`config.mk`:
```
export PLATFORM = sky130hd
export DESIGN_NAME = div_64
export DESIGN_NICKNAME = d
export VERILOG_FILES = /design/src/rtl/div_64.sv
export SDC_FILE = /design/constraint.sdc
export NUM_CORES = 1
export LEC_CHECK = 0
export CAP_MARGIN = 0
export CORE_AREA = 2 2 232 234
export CTS_CLUSTER_SIZE = 10
export DETAILED_ROUTE_END_ITERATION = 10
export DIE_AREA = 0 0 234 236
export PLACE_DENSITY = 0.68
export SETUP_SLACK_MARGIN = 0.4
export SYNTH_ARGS = -nofsm -noshare
export SYNTH_HDL_FRONTEND = slang
export SYNTH_SLANG_ARGS = --single-unit
```
`constraint.sdc`:
```
create_clock -name clk -period 4.1 [get_ports clk]
set_input_delay 0.82 -clock clk [delete_from_list [all_inputs] [get_ports clk]]
set_output_delay 0.82 -clock clk [all_outputs]
set_load 0.02 [all_outputs]
```
`src/rtl/div_64.sv`:
```
// rtl/div_64.sv - iterative radix-2 restoring divider, signed/unsigned, RISC-V M corner cases
// Optional macro DIV_EARLY_OUT_EN: skip iteration when |dividend| < |divisor|.
module div_64 #(
    parameter int WIDTH = 64
) (
    input  logic             clk,
    input  logic             rst_n,
    input  logic             in_valid,
    output logic             in_ready,
    input  logic             div_signed,
    input  logic [WIDTH-1:0] dividend,
    input  logic [WIDTH-1:0] divisor,
    input  logic             flush,
    output logic             out_valid,
    input  logic             out_ready,
    output logic [WIDTH-1:0] quotient,
    output logic [WIDTH-1:0] remainder
);

    localparam int CW = $clog2(WIDTH);

    typedef enum logic [1:0] {IDLE, CALC, FIX, DONE} state_t;

    state_t           state;
    state_t           state_nxt;
    logic [WIDTH:0]   rem;
    logic [WIDTH-1:0] dvd;
    logic [WIDTH-1:0] dsr;
    logic [CW-1:0]    cnt;
    logic             sign_q;
    logic             sign_r;

    logic             accept;
    logic             a_neg;
    logic             b_neg;
    logic [WIDTH-1:0] a_mag;
    logic [WIDTH-1:0] b_mag;
    logic             div_zero;
    logic             overflow;
    logic             early;
    logic             short_path;
    logic [WIDTH:0]   shifted;
    logic             ge;
    logic             unused_rem_msb;

    assign accept   = in_valid & in_ready & ~flush;
    assign a_neg    = div_signed & dividend[WIDTH-1];
    assign b_neg    = div_signed & divisor[WIDTH-1];
    assign a_mag    = a_neg ? -dividend : dividend;
    assign b_mag    = b_neg ? -divisor : divisor;
    assign div_zero = (divisor == '0);
    assign overflow = div_signed & (dividend == {1'b1, {(WIDTH-1){1'b0}}}) & (divisor == '1);

`ifdef DIV_EARLY_OUT_EN
    assign early = (a_mag < b_mag);
`else
    assign early = 1'b0;
`endif

    assign short_path = div_zero | overflow | early;

    // The partial remainder is always below |divisor|, so its top bit only matters after the shift.
    assign shifted        = {rem[WIDTH-1:0], dvd[WIDTH-1]};
    assign ge             = (shifted >= {1'b0, dsr});
    assign unused_rem_msb = rem[WIDTH];

    always_ff @(posedge clk or negedge rst_n) begin
        if (!rst_n) begin
            state <= IDLE;
        end else begin
            state <= state_nxt;
        end
    end

    always_comb begin
        state_nxt = state;
        case (state)
            IDLE: if (accept) state_nxt = short_path ? DONE : CALC;
            CALC: if (cnt == CW'(WIDTH - 1)) state_nxt = FIX;
            FIX:  state_nxt = DONE;
            DONE: if (out_ready) state_nxt = IDLE;
            default: state_nxt = IDLE;
        endcase
        if (flush) state_nxt = IDLE;
    end

    always_comb begin
        in_ready  = (state == IDLE);
        out_valid = (state == DONE);
    end

    always_ff @(posedge clk or negedge rst_n) begin
        if (!rst_n) begin
            rem       <= '0;
            dvd       <= '0;
            dsr       <= '0;
            cnt       <= '0;
            sign_q    <= 1'b0;
            sign_r    <= 1'b0;
            quotient  <= '0;
            remainder <= '0;
        end else if (!flush) begin
            case (state)
                IDLE: begin
                    if (accept) begin
                        sign_q <= a_neg ^ b_neg;
                        sign_r <= a_neg;
                        dvd    <= a_mag;
                        dsr    <= b_mag;
                        rem    <= '0;
                        cnt    <= '0;
                        if (div_zero) begin
                            quotient  <= '1;
                            remainder <= dividend;
                        end else if (overflow) begin
                            quotient  <= dividend;
                            remainder <= '0;
                        end else if (early) begin
                            quotient  <= '0;
                            remainder <= dividend;
                        end
                    end
                end
                CALC: begin
                    rem <= ge ? (shifted - {1'b0, dsr}) : shifted;
                    dvd <= {dvd[WIDTH-2:0], ge};
                    cnt <= cnt + 1'b1;
                end
                FIX: begin
                    quotient  <= sign_q ? -dvd : dvd;
                    remainder <= sign_r ? -rem[WIDTH-1:0] : rem[WIDTH-1:0];
                end
                default: ;
            endcase
        end
    end

endmodule

```
==> results of run 1 <==
## registers in the layout, indices dropped and copies added, names as in the netlist
name,count
rem,64
cnt,6
quotient,64
sign_q,1
state,2
remainder,64
dsr,64
dvd,64
sign_r,1
## per-layer routing
| layer | vias to the layer above | global-route usage | routed length, µm |
|---|---|---|---|
| li1 | 11337 | - | - |
| met1 | 11475 | 0.423 | 37700 |
| met2 | 901 | 0.448 | 37800 |
| met3 | 136 | 0.0353 | 5620 |
| met4 | 0 | 0.0861 | 2490 |
| met5 | - | 0 | 0 |
## through the flow
stage | hold slack (ns) | cells | setup TNS [ns] | utilization | area (µm²)
floorplan | 0.450 | 2900 | 0 | - | 23700
global placement | 0.463 | 3940 | -51.78 | 0.540 | 28700
detailed placement | 0.471 | 3940 | -59.37 | 0.540 | 28700
CTS | 0.394 | 4036 | 0 | 0.578 | 30700
global route | 0.421 | 4064 | 0 | 0.594 | 31500
finish | 0.350 | 4064 | 0 | 0.594 | 31500
## layout make-up
type	count	area share
multi-input combinational	2298	0.478
clock buffer	53	0.0349
timing repair buffer	585	0.183
sequential	330	0.262
clock inverter	6	0.00210
tap	696	0.0276
inverter	96	0.0120
## synth_stat cells (all sizes together) (5+ instances only)
| master | count | area (µm²) |
|---|---|---|
| nand3 | 29 | 155 |
| and2 | 8 | 50.1 |
| o21ai | 443 | 2220 |
| dfrtp | 330 | 8260 |
| a21oi | 151 | 756 |
| o211ai | 6 | 45.0 |
| ha | 74 | 926 |
| o21bai | 17 | 128 |
| nor2 | 135 | 507 |
| a22o | 9 | 78.8 |
| nor2b | 20 | 125 |
| o221ai | 17 | 149 |
| nand4 | 48 | 300 |
| nand2b | 15 | 93.8 |
| o31ai | 67 | 522 |
| nand2 | 469 | 1760 |
| nor4 | 29 | 181 |
| a221oi | 7 | 61.3 |
| or3 | 43 | 289 |
| a31oi | 10 | 62.6 |
| xnor2 | 142 | 1240 |
| nor3 | 47 | 252 |
| buf | 17 | 129 |
| mux2i | 28 | 280 |
| clkbuf | 162 | 612 |
| and3b | 10 | 87.6 |
| a21o | 38 | 285 |
| o21a | 6 | 45.0 |
| a21boi | 7 | 52.6 |
| or4 | 33 | 277 |
| nand3b | 5 | 37.5 |
| a22oi | 118 | 886 |
| inv | 96 | 360 |
| and3 | 10 | 63.8 |
| o41ai | 31 | 290 |
| or2 | 12 | 75.1 |
| xor2 | 163 | 1430 |
| a211oi | 6 | 45.0 |
## power breakdown
part           switching (mW)  internal (mW)  total [mW]  leakage, nW
sequential               1.44           4.53        5.98         4.28
combinational            9.34           7.27        16.6         8.29
clock                    1.41           1.93        3.33        0.573
## worst max path at each step
stage / from / end / cells past startpoint
2_1_floorplan: rem[9] / remainder[63] / 11
3_3_place_gp: dividend[58] / remainder[63] / 11
3_5_place_dp: dividend[58] / quotient[62] / 12
4_1_cts: rem[9] / remainder[63] / 11
5_1_grt: rem[9] / remainder[63] / 11
6_report: rem[9] / remainder[63] / 11
## cell families after synthesis
group | count (synthesis) | synth area share
AOI/OAI and AO/OA | 961 | 0.250
and+or+nand+nor | 925 | 0.186
DFF | 330 | 0.351
xor gates and xnor gates | 305 | 0.114
buffers and inverters | 275 | 0.0468
adders and majority gates | 75 | 0.0402
muxes | 29 | 0.0124
## what timing repair did
item	in CTS	in global routing
resized for setup	126	136
setup endpoints to repair	193	143
setup buffers	28	19
pin swaps	44	56
gates cloned	9	9
==> impl_results.md, run 1 <==
* IO Pins at 264
* Prevailing post-synth register cell: dfrtp_1
* Number of H-tree levels at 2
* Area of the die at approximately 0.055 mm²
* Delay-heaviest family, CP: simple AND/OR/NAND/NOR gates
* #FFs+latches synth at 330
* Crit path capture type: flip-flop
* Critical Path AT at 4.38 ns
* Final count of hold timing violations at 0
* Share of cells above drive strength 1 at 0.167
* Vias in the first global route at 22,534
* Drt first-iter violations at roughly 1,900
* Minimum clock period at 3.92 ns
* Total Routing Usage GR at 0.290
* Status: completed
* Synthesis-to-layout area growth at 34.1%
* PnR Total Power at 25.9 mW
* CP max FO at 5
* FF-to-FF End: remainder[63]
* Pre-CTS setup slack at -0.540 ns
* Largest net degree at the start of global routing at 131
* Ant. Diodes at 0
* # rows at 85
* Leading cell type in the layout, fill and taps excluded: nand2_1
* Synth Instances at 2,900
* Syn nets at 3,109
* Crit path buffers/inverters at 0
* # DRC at 0
* Count of cell types in the netlist at 80
* R2R cell count at 11
* Async S/R FF share, synth at 1.00
* Initial antenna violation count at 0
* Tcrit/Tclk final at 0.956
* Cell mode on critical path: or4_4
* Register area at 0.00827 mm²
* Area of the multi-input gates at 0.0151 mm²
* CP Launch Type: flip-flop
* CTS tree: built
* Worst Hold Class: input pin to asynchronous set/reset pin
* Drt first pass iters at 6
* First-pass GRT wire length at 127,000 µm
* Crit path required time at ~4.6 ns
* Initial Util at 0.443
* R2R setup slack at ~0.18 ns
* Filler cell count at around 4,700
* TritonCTS buffer count at approximately 40
* Sinks on Clock Net at 330
* Max Cap Viol at 0
* Final nets at 3,561
* Slew Limit Headroom at 0.248
* Wire per inst at 20.6 µm
* Sequential share of the synthesized area at 0.351
* Clock slew at reported path FFs at 0.06 ns
* Worst slew pin tran at 1.13 ns
* PD cells at 822 mW/mm²
* Critical-path cell list: or4_4 > or4_4 > nor3_4 > nand3_2 > or4_4 > or3_4 > or4_4 > o41ai_4 > xor2_1 > nor3b_1 > a211o_1
* CTS Hold Buffers Added at 0
* Worst reg2reg startpoint: rem[9]
* CP max stage cell: or4_4
* Die Span X at 234 µm
* Final setup vio count at 0
* Post-DP HPWL at 62,200 µm
* Maximum vdd drop at 0.000415 V
* Clock tree buffer depth at 3
* Syn Std Cell Area at ~0.024 mm²
* DR vias at about 24,000
* Commonest non-fill, non-tap cells in the layout: nand2_1 (458), dfrtp_1 (322), o21ai_0 (319)
* Post-route ant nets at 0
* Clk_lat worst skew at just under 0.6 ns
* Root Buffer: clkbuf_16
* Vias/cell at 5.87
* Ys Warns at 0
* Max frequency at 255 MHz
* Leak at 13.1 nW
* Slew Limit Fails at 0
* Buffers on Ports at approximately 260
* Total grt overflow at 0
* RD Place Congestion at 0.942
* Final worst setup slack at 0.179 ns
* Clk_skew at 0.0294 ns
* Kind of critical path: flip-flop to flip-flop
* Mapped Avg Cell Area at 8.11 µm²
* CP max stage delay at 0.53 ns
* Unrepaired setup endpoints after global routing: true
* Routed WL at 83,600 µm
* EDFF count, synth at 0
* Die height at between 200 and 250 µm
* Core Region at between 0.05 and 0.06 mm²
Power figures use the tool's default switching activity.
==> inputs of run 2 (changes only) <==
Settings changed: SLEW_MARGIN set to 25.
==> run 2 against run 1 <==
Setup slack improved by 0.0018 ns. Final area hardly changed. Critical path depth is the same. Via count barely moved. Fmax hardly changed. Clock skew shrank 0.00060 ns. Die area stayed put. Sequential power about the same. Hold slack is essentially flat. Highest routed layer unchanged. Sequential share of layout area about the same. Clock power about the same. Sequential cell count did not move.
==> impl_results.md, run 2 (synthesis gave the netlist of run 1 again) <==
* M1 GR Usage at 0.423 (unchanged)
* PD cells at 822 mW/mm² (about the same)
* Kind of critical path: flip-flop to flip-flop
* IO Pins at 264 (unchanged)
* Slew Limit Fails at 0 (unchanged)
* CTS tree: built
* CP Launch Type: flip-flop
* GR Util met2 at 0.448 (unchanged)
* Leading cell type in the layout, fill and taps excluded: nand2_1
* Drt first-iter violations at 1,890 (+0.16%)
* Tcrit/Tclk final at 0.956 (about the same)
* Vias/cell at 5.87 (about the same)
* Area of the multi-input gates at 0.0151 mm² (about the same)
* Max Cap Viol at 0 (unchanged)
* GRT Max-Usage Layer: met2
* Commonest non-fill, non-tap cells in the layout: nand2_1 (457), dfrtp_1 (322), o21ai_0 (319)
* Drt first pass iters at 7 (+1)
* Buffers on Ports at 263 (unchanged)
* Largest net degree at the start of global routing at 131 (unchanged)
* Maximum vdd drop at 0.000415 V (about the same)
* Total Routing Usage GR at 0.290 (unchanged)
* Sinks on Clock Net at 330 (unchanged)
* CP max FO at 5 (unchanged)
* Clk_lat worst skew at 0.58 ns (about the same)
* TritonCTS buffer count at 41 (unchanged)
* Placed cells at 3,940 (unchanged)
* Filler cell count at 4,692 (-0.021%)
* Crit path capture type: flip-flop
* Final count of hold timing violations at 0 (unchanged)
* Ant. Diodes at 0 (unchanged)
* Final nets at 3,561 (unchanged)
* # rows at 85 (unchanged)
* Final setup vio count at 0 (unchanged)
* Number of H-tree levels at 2 (unchanged)
* DR vias at 23,848 (-0.0042%)
* Wire per inst at 20.6 µm (about the same)
* Leak at 13.1 nW (about the same)
* Filler-free cell count of the finished design at 4,064 (unchanged)
* Crit path required time at 4.56 ns (about the same)
* Max frequency at 255 MHz (about the same)
* Total grt overflow at 0 (unchanged)
* Unrepaired setup endpoints after global routing: true
* Core Region at 0.0531 mm² (unchanged)
* Clock tree buffer depth at 3 (unchanged)
* # DRC at 0 (unchanged)
* Vias in the first global route at 22,534 (unchanged)
* Clock slew at reported path FFs at 0.06 ns (about the same)
* Root Buffer: clkbuf_16
* Minimum clock period at 3.92 ns (-0.00179 ns)
* RD Place Congestion at 0.942 (unchanged)
* Die Span X at 234 µm (unchanged)
* Routed WL at 83,600 µm (about the same)
* Status: completed
* R2R setup slack at 0.18 ns (about the same)
* Post-DP HPWL at 62,200 µm (unchanged)
* Critical Path AT at 4.38 ns (about the same)
* Worst Hold Class: input pin to asynchronous set/reset pin
* Clk_skew at 0.0288 ns (-0.000604 ns)
* Initial antenna violation count at 0 (unchanged)
* Area of placed instances at 0.0287 mm² (unchanged)
* Die height at 236 µm (unchanged)
* Core Util, Final at 0.594 (about the same)
* Slew Limit Headroom at 0.332 (+0.0838)
* Final Instance Area at 0.0315 mm² (about the same)
* Area of the die at 0.0552 mm² (unchanged)
* Post-route ant nets at 0 (unchanged)
* Register area at 0.00827 mm² (unchanged)
* First-pass GRT wire length at 127,000 µm (unchanged)
* Share of cells above drive strength 1 at 0.167 (+0.000297)
* Synthesis-to-layout area growth at 34.1% (about the same)
* Initial Util at 0.443 (unchanged)
* Met3 Track Usage GR at 0.0353 (unchanged)
* Worst slew pin tran at 1.00 ns (-0.123 ns)
[run 2: changes by cell type in the layout (fill, tap and decap cells not counted)]
| cell | before | now |
|---|---|---|
| nand2_1 | 458 | 457 |
| nand2_2 | 5 | 6 |
[run 2: report_power, final]
group | switching, mW | internal (mW)
combinational | 9.35 | 7.27
sequential | 1.44 | 4.53
clock | 1.41 | 1.93
total | 12.2 | 13.7
[run 2: cell type report]
| cell class | count | area share |
|---|---|---|
| clock inverters | 6 | 0.00210 |
| clock buffers | 53 | 0.0349 |
| inverters | 96 | 0.0120 |
| well taps | 696 | 0.0276 |
| multi-input cells | 2298 | 0.478 |
| flip-flops and latches | 330 | 0.262 |
| repair buffers | 585 | 0.183 |
[run 2: routing by layer]
layer,wire length (µm),vias to the layer above
met3,5510,134
met2,37900,893
li1,-,11334
met1,37800,11487
met4,2480,0
met5,0,-
[run 2: worst max-delay path, cell delays in order, from the launching register on]
cell	delay [ns]
dfrtp_1	0.38
or4_4	0.53
or4_4	0.48
nor3_4	0.18
nand3_2	0.12
or4_4	0.45
or3_4	0.42
or4_4	0.46
o41ai_4	0.24
xor2_1	0.23
nor3b_1	0.08
a211o_1	0.26
[run 2: final timing paths]
kind,startpoint,end,cells past startpoint
hold reg to reg,dsr[3],dsr[3],2
min in group clk,dsr[3],dsr[3],2
hold / removal,rst_n,dvd[12],1
setup reg to reg,rem[9],remainder[63],11
setup / recovery,rem[9],remainder[63],11
max in group asynchronous,rst_n,remainder[53],2
[run 2: timing repair]
| action | CTS | global route |
|---|---|---|
| gates cloned | 9 | 9 |
| hold buffers | 0 | 0 |
| setup endpoints to repair | 193 | 143 |
| setup buffers | 28 | 19 |
| pin swaps | 44 | 56 |
| gates resized for setup | 126 | 136 |
[run 2: through the flow]
stage / hold slack, ns / power, mW / TNS (ns) / setup slack [ns]
after floorplan: 0.450 / 15.2 / 0 / 0.347
after global placement: 0.463 / 20.1 / -51.78 / -0.481
after detailed placement: 0.471 / 20.3 / -59.37 / -0.540
after CTS: 0.394 / 24.8 / 0 / 0.181
after global routing: 0.421 / 27.7 / 0 / 0.0776
final: 0.350 / 25.9 / 0 / 0.181
==> RTL edit, RTL diff (settings of run 2) <==
The option `DIV_EARLY_OUT_EN` is turned on by a define.
--- a/src/rtl/div_64.sv
+++ b/src/rtl/div_64.sv
@@ -1,5 +1,7 @@
 // rtl/div_64.sv - iterative radix-2 restoring divider, signed/unsigned, RISC-V M corner cases
 // Optional macro DIV_EARLY_OUT_EN: skip iteration when |dividend| < |divisor|.
+`define DIV_EARLY_OUT_EN
+
 module div_64 #(
     parameter int WIDTH = 64
 ) (
Function: not settled (the Yosys comparison gave no result); the edit may change what the design does.
==> RTL edit against run 2 <==
The flow now finishes with violations (negative setup slack); sequential cell count unchanged; final cell count up 8.7%; global-route usage up 8.0 points; hold slack worse by 0.12 ns; sequential share of layout area down 2.4 points; synthesized area up 7.0%; design area up 10%; worst setup slack worse by 1.3 ns; total power down 0.33%; wire length up 24%.
==> RTL edit: results (changes against run 2) <==
Power Internal=13.5 mW (-1.5%); FILL cells=4522 (-3.6%); DRT iter0 DRCs=2578 (+36%); sequential cell area fraction in the yosys report=32.8% (-2.3 points); leakage=16.0 nW (+22%); final setup margin=-1.13 ns (-1.31 ns); GPL Wtd Cong=1.03 (+9.0%); first-pass GRT wire length=156000 µm (+23%); placed insts=4295 (+9.0%); Clk network pwr share=14.1% (+1.3 points); Inserted Clock Buffers=42 (+2.4%); fraction of layout cells with a size suffix above 1=24.3% (+7.6 points); commonest cells in the netlist=387 x nand2_1, 330 x dfrtp_1, 263 x a21oi_1; pin count of the biggest net entering global routing=122 (-6.9%); met3 Use GR=6.59% (+3.1 points); Root Buffer Master=clkbuf_16; met2 Track Usage GR=59.9% (+15 points); max layer used=met5; syn avg cell area=8.38 µm² (+3.4%); PostCTS Resize Cnt=159 (+26%); GRT Total Usage=37.0% (+8.0 points); Arr. time, crit path=5.68 ns (+1.30 ns); initial antenna violation count=4 (+4); DP Worst Slack=-2.40 ns (-1.86 ns); met1 GRT Util=48.5% (+6.2 points); Final nets=3973 (+12%); Via Count=26800 (+12%); final setup TNS=-132.63 ns (-132.63 ns); endpoints failing hold=0 (unchanged); number of iterations in the first detailed-routing pass=6 (-1); r2r startpoint=rem[19]; violated checks=negative setup slack; Clock Skew=0.0140 ns (-0.0148 ns); Cell variety after synth=67 (-16%); reg2reg path depth=10 (-1); Critical Path Fanout Max=6 (+1); metal3 WL=7800 µm (+42%); routed wl met2=48100 µm (+27%); clk pwr=3.65 mW (+9.6%); Non-Filler Instances=4419 (+8.7%); M1 WL=42900 µm (+14%); run status=finished with violations; VDD IR max=431 µV (+3.8%); number of global-route vias before repair=26200 (+16%); HPWL after detailed placement=81400 µm (+31%); Gate power share=63.4% (-0.7 points); worst slew pin tran=0.706 ns (-0.297 ns); internal reg-to-reg setup slack=-0.19 ns (-0.37 ns); Synth area leaders=dfrtp_1 33%, ha_1 6.8%, xor2_1 6.5%, mux2_2 5.9%, nand2_1 5.8%; CP peak stage delay=0.58 ns (+0.05 ns); CP delay by family, top=simple AND/OR/NAND/NOR gates; DP Area=32100 µm² (+12%); post-synth net total=3272 (+5.2%); final setup vio count=129 (+129); Clock Tree Buf Depth=3 (unchanged); CP max-delay cell=or4_4; Hold WS=0.225 ns (-0.125 ns); DR WL/cell=23.5 µm (+14%); Post-CTS Setup Inserts=26 (-7.1%)
[RTL edit: cell types whose count changed after synthesis, sizes merged, moves of 63 or more]
cell | run 2 | this run
mux2 | 1 | 131
nor2 | 135 | 205
ha | 74 | 137
o21ai | 443 | 235
a21oi | 151 | 263
nand2 | 469 | 387
[RTL edit: cell type report]
cell class / count / area (µm²) / area share, %
diodes: 1 / 2.50 / 0.00721
clock buffers: 60 / 1270 / 3.67
clock inverters: 5 / 50.0 / 0.144
inverters: 105 / 394 / 1.14
multi-input cells: 2394 / 16500 / 47.7
flip-flops and latches: 330 / 8260 / 23.8
well taps: 696 / 871 / 2.51
repair buffers: 828 / 7320 / 21.1
[RTL edit: cell families (layout without fill, tap and decap cells)]
kind of cell / after synthesis / in the layout / synth area share, %
AO/OA/AOI/OAI: 855 / 855 / 21.1
other: 0 / 1 / 0
multiplexers: 166 / 166 / 7.26
buffers and inverters: 276 / 998 / 4.12
AND/OR/NAND/NOR: 936 / 936 / 17.4
XOR/XNOR: 299 / 299 / 10.4
flip-flops: 330 / 330 / 32.8
adder cells (fa/ha/maj): 138 / 138 / 6.90
[RTL edit: worst max-delay path by stage]
stage / endpoint / slack (ns) / start / cells after the start
after floorplan: quotient[0] / -1.32 / divisor[1] / 22
after detailed placement: quotient[13] / -2.40 / divisor[32] / 20
final: remainder[21] / -1.13 / divisor[24] / 21
after global placement: remainder[15] / -2.13 / divisor[32] / 20
after global routing: remainder[21] / -1.28 / dividend[13] / 25
after CTS: remainder[3] / -1.15 / dividend[20] / 23
[RTL edit: worst register-to-register path, stage by stage (launching register included)]
cell     delay [ns]
dfrtp_1        0.39
or3_4          0.40
or4b_4         0.54
or3_4          0.36
or4_1          0.52
or3_4          0.39
or4_4          0.48
o41ai_4        0.24
xnor2_1        0.25
a22o_1         0.34
mux2_2         0.27
